[config.mk]
export PLATFORM = sky130hd
export DESIGN_NAME = clockworks
export DESIGN_NICKNAME = d
export VERILOG_FILES = /design/src/rtl/clockworks.sv
export SDC_FILE = /design/constraint.sdc
export NUM_CORES = 1
export LEC_CHECK = 0
export CORE_MARGIN = 3
export CORE_UTILIZATION = 50
export CTS_BUF_LIST = sky130_fd_sc_hd__clkbuf_8 sky130_fd_sc_hd__clkbuf_16
export CTS_CLUSTER_DIAMETER = 150
export DETAILED_ROUTE_END_ITERATION = 10
export PLACE_DENSITY = 0.66
export SYNTH_ARGS = -nofsm -noshare
export SYNTH_HDL_FRONTEND = slang
export SYNTH_SLANG_ARGS = --single-unit
[constraint.sdc]
create_clock -name CLK -period 2.5 [get_ports CLK]
set_input_delay 0.625 -clock CLK [delete_from_list [all_inputs] [get_ports CLK]]
set_output_delay 0.625 -clock CLK [all_outputs]
set_load 0.02 [all_outputs]
[src/rtl/clockworks.sv]
// Board clock divider (power of two) with a synchronized, stretched
// active-low reset for the divided-clock domain.
module clockworks #(
  parameter int SLOW       = 19,
  parameter int RST_CYCLES = 16
) (
  input  logic CLK,
  input  logic RESET,
  output logic clk,
  output logic resetn
);

  localparam int unsigned RW = $clog2(RST_CYCLES + 1);

  logic [1:0]    sync;
  logic          rst_sync;
  logic [RW-1:0] rcnt;
  logic          rcnt_full;

  always_ff @(posedge CLK or negedge RESET) begin
    if (!RESET) sync <= '0;
    else        sync <= {sync[0], 1'b1};
  end

  assign rst_sync  = sync[1];
  assign rcnt_full = (rcnt == RW'(RST_CYCLES));

  if (SLOW > 0) begin : g_div
    logic [SLOW:0] div;
    logic          clk_rise;
    logic          clk_fall;

    always_ff @(posedge CLK or negedge RESET) begin
      if (!RESET)        div <= '0;
      else if (!rst_sync) div <= '0;
      else               div <= div + (SLOW + 1)'(1);
    end

    assign clk = div[SLOW];

    // Edge strobes decoded from the counter value just before it steps.
    assign clk_rise = rst_sync && (div == {1'b0, {SLOW{1'b1}}});
    assign clk_fall = rst_sync && (&div);

    always_ff @(posedge CLK or negedge RESET) begin
      if (!RESET)                    rcnt <= '0;
      else if (clk_rise && !rcnt_full) rcnt <= rcnt + RW'(1);
    end

    // Release lands on a clk fall so clk-domain logic sees a full setup window.
    always_ff @(posedge CLK or negedge RESET) begin
      if (!RESET)                     resetn <= 1'b0;
      else if (clk_fall && rcnt_full) resetn <= 1'b1;
    end
  end else begin : g_pass
    assign clk = CLK;

    always_ff @(posedge CLK or negedge RESET) begin
      if (!RESET)                    rcnt <= '0;
      else if (rst_sync && !rcnt_full) rcnt <= rcnt + RW'(1);
    end

    always_ff @(posedge CLK or negedge RESET) begin
      if (!RESET)         resetn <= 1'b0;
      else if (rcnt_full) resetn <= 1'b1;
    end
  end

endmodule

==> impl_metrics.csv <==
group,metric,value,unit
power,pwr-share-clk,35.7,%
setup_path,worstReg2RegStart,"g_div.div[0]$_DFF_PN0_",
setup_path,crit_required,1.88,ns
detailed_routing,wl,2210,um
synthesis,syn_avg_cell_area,10.2,um^2
global_routing,grt_pass1_wl,4060,um
clock_network,clk_pin_slew_worst_paths,0.09,ns
power,internal_power,605,uW
floorplanning,die_h,57.9,um
clock_network,cts_setup_buffers,0,
place,detailedPlace.worstSlack,0.562,ns
synthesis,synth_ff_type,"dfrtp_1",
sta,fmax,504,MHz
synthesis,synth_warnings,0,
power,p_leak,0.000608,uW
place,place_congestion,0.726,
sta,layout_setup_ws,0.515,ns
clock_network,cts_max_level,1,
floorplanning,initial_core_util,53.3,%
floorplanning,core_area,2520,um^2
setup_path,critPathMaxStageDelay,0.64,ns
clock_network,clk_path_buf_depth,2,
synthesis,synthTopCellsByCount,"dfrtp_1 (28), nor2_1 (19), xnor2_1 (12), nand4_1 (10), nand3_1 (8)",
sta,period_needed,1.98,ns
final_layout,areaGrowthSynthToFinish,8.74,%
setup_path,cp_num_buf_inv,1,
synthesis,synth_most_common_cell,"dfrtp_1",
clock_network,ctsResizeCount,0,
power,power_density,518,nW/um^2
floorplanning,num_rows,18,
global_routing,grt_pass1_vias,908,
clock_network,cts.sinks,28,
sta,hold_ws,0.356,ns
setup_path,arrival,1.36,ns
sta,setup_viol,0,
floorplanning,fp.dieArea,3350,um^2
floorplanning,io_pins,4,
final_layout,seqCellArea,701,um^2
global_routing,antenna_found_initial,0,
power,p_sw,153,uW
synthesis,ys_ff_latch,28,
detailed_routing,drc,0,
final_layout,diodes,0,
global_routing,grt-ovfl-total,0,
clock_network,ctsHoldBuffers,0,
sta,rsz0062_at_grt,"no",
setup_path,cpLargestDelayFamily,"buffers and inverters",
final_layout,multi_input_area,609,um^2
clock_network,numCtsBuffers,3,
synthesis,synth_largest_area_cell,"dfrtp_1",
setup_path,startpoint,"g_div.div[19]$_DFF_PN0_",
sta,report.final.slew_viol_count,0,
setup_path,cp-end-kind,"output port",
sta,worst_pin_slew,0.542,ns
power,swShare,20.2,%
synthesis,synthTopCellsByArea,"dfrtp_1 (52%), xnor2_1 (7.8%), nor2_1 (5.3%)",
synthesis,ys_seq_area_share,52.1,%
global_routing,grt_usage,15.5,%
floorplanning,die_w,57.9,um
synthesis,syn-num-nets,137,
setup_path,path_max_fanout,7,
power,pwr-share-seq,61.4,%
clock_network,cts_tree,"built",
sta,period_share,79.4,%
power,p_comb_share,2.9,%
final_layout,fill_cells,221,
detailed_routing,firstDrtPassIters,4,
synthesis,synthCells,132,
final_layout,nNetsFinal,143,
detailed_routing,ant_nets,0,
place,port_buffers,3,
synthesis,netlist.area_leader.share,52.1,%
place,hpwl,1570,um
synthesis,syn_area,1350,um^2
flow_run,cap_violations,0,
clock_network,clk_latency,0.27,ns
sta,final.setup.tns,0,ns
setup_path,cp_cell_sequence,"clkdlybuf4s50_1",
worst_hold_path,hp-class,"reg -> reg",
detailed_routing,dr_total_vias,925,
setup_path,start_kind,"flop",
detailed_routing,drt_iter0_drc,10,
detailed_routing,viasPerCell,5.54,
synthesis,synth_edf_count,0,
detailed_routing,routedWlPerCell,13.2,um
clock_network,clockRootBuffer,"clkbuf_8",
setup_path,criticalPathCategory,"reg -> out",
sta,skew,0.00207,ns
sta,hold_violations,0,
run_status,outcome,"completed",
setup_path,slowest_stage,"clkdlybuf4s50_1",
synthesis,yosysUniqueCellTypes,31,
sta,slew_headroom,63.4,%
synthesis,async_reset_ff_share,100,%
final_layout,drive_gt1_share,5.84,%
global_routing,grt_max_degree,29,
power,ir_worst_vdd,0.000297,V
worst_hold_path,min-delay-start,"sync[0]$_DFF_PN0_",
[path summary, 6_finish.rpt]
kind,cells past startpoint,slack (ns),to
worst max register to register,5,0.54,rcnt[1]$_DFFE_PN0P_
worst min-delay path,0,0.36,sync[1]$_DFF_PN0_
worst min register to register,0,0.36,sync[1]$_DFF_PN0_
max in group asynchronous,2,1.53,sync[1]$_DFF_PN0_
worst max-delay path,1,0.52,clk
min in group asynchronous,2,0.72,g_div.div[11]$_DFF_PN0_
[final cells by class]
type,count,share of cell area [%]
sequential,28,47.9
multi-input combinational,95,41.7
clock buffer,4,3.76
timing repair buffer,4,2.57
tap,30,2.57
inverter,6,1.54
[power groups by stage]
stage | clock network, uW | registers [uW] | logic (uW)
floorplan | 0 | 472 | 9.55
global placement | 0 | 474 | 22.7
detailed placement | 0 | 474 | 23.2
CTS | 282 | 465 | 23.2
global route | 305 | 467 | 26.3
finish | 271 | 465 | 22.1
[stage by stage]
step	std cells	util [%]	instance area [um^2]	total power, uW
after CTS	167	58.0	1460	770
after detailed placement	163	55.8	1410	497
final	167	58.0	1460	758
after floorplan	132	-	1350	482
after global routing	167	58.0	1460	798
after global placement	163	55.8	1410	497
[layout by cell type (no fill, tap or decap), types with 3 or more instances in the layout]
master	count
ha_1	3
nor4_1	3
nand2_1	7
clkbuf_8	4
xnor2_1	12
nand3_1	8
xor2_1	5
nand4_1	10
a21oi_1	3
nor2_1	19
inv_1	5
or3_1	3
clkdlybuf4s50_1	3
nor3_1	3
dfrtp_1	28
[cell families after synthesis]
group | Yosys count | share of synthesized area [%]
other | 1 | 0.279
DFF | 28 | 52.1
muxes | 3 | 2.33
adders and majority gates | 3 | 2.79
AOI/OAI and AO/OA | 7 | 3.35
buffers and inverters | 9 | 2.60
and+or+nand+nor | 64 | 25.5
xor gates and xnor gates | 17 | 11.1
[metal layers]
| layer | track usage, % | vias to the layer above | wire length [um] |
|---|---|---|---|
| met4 | 5.96 | 0 | 42 |
| met2 | 23.2 | 15 | 969 |
| met3 | 2.90 | 7 | 80 |
| met1 | 22.4 | 436 | 1120 |
| li1 | - | 467 | - |
| met5 | 0 | - | 0 |
[flip-flops by register name (all words and copies together) (netlist names)]
signal,count
g_div.div,20
resetn,1
sync,2
rcnt,5
(Power assumes the default switching activity.)
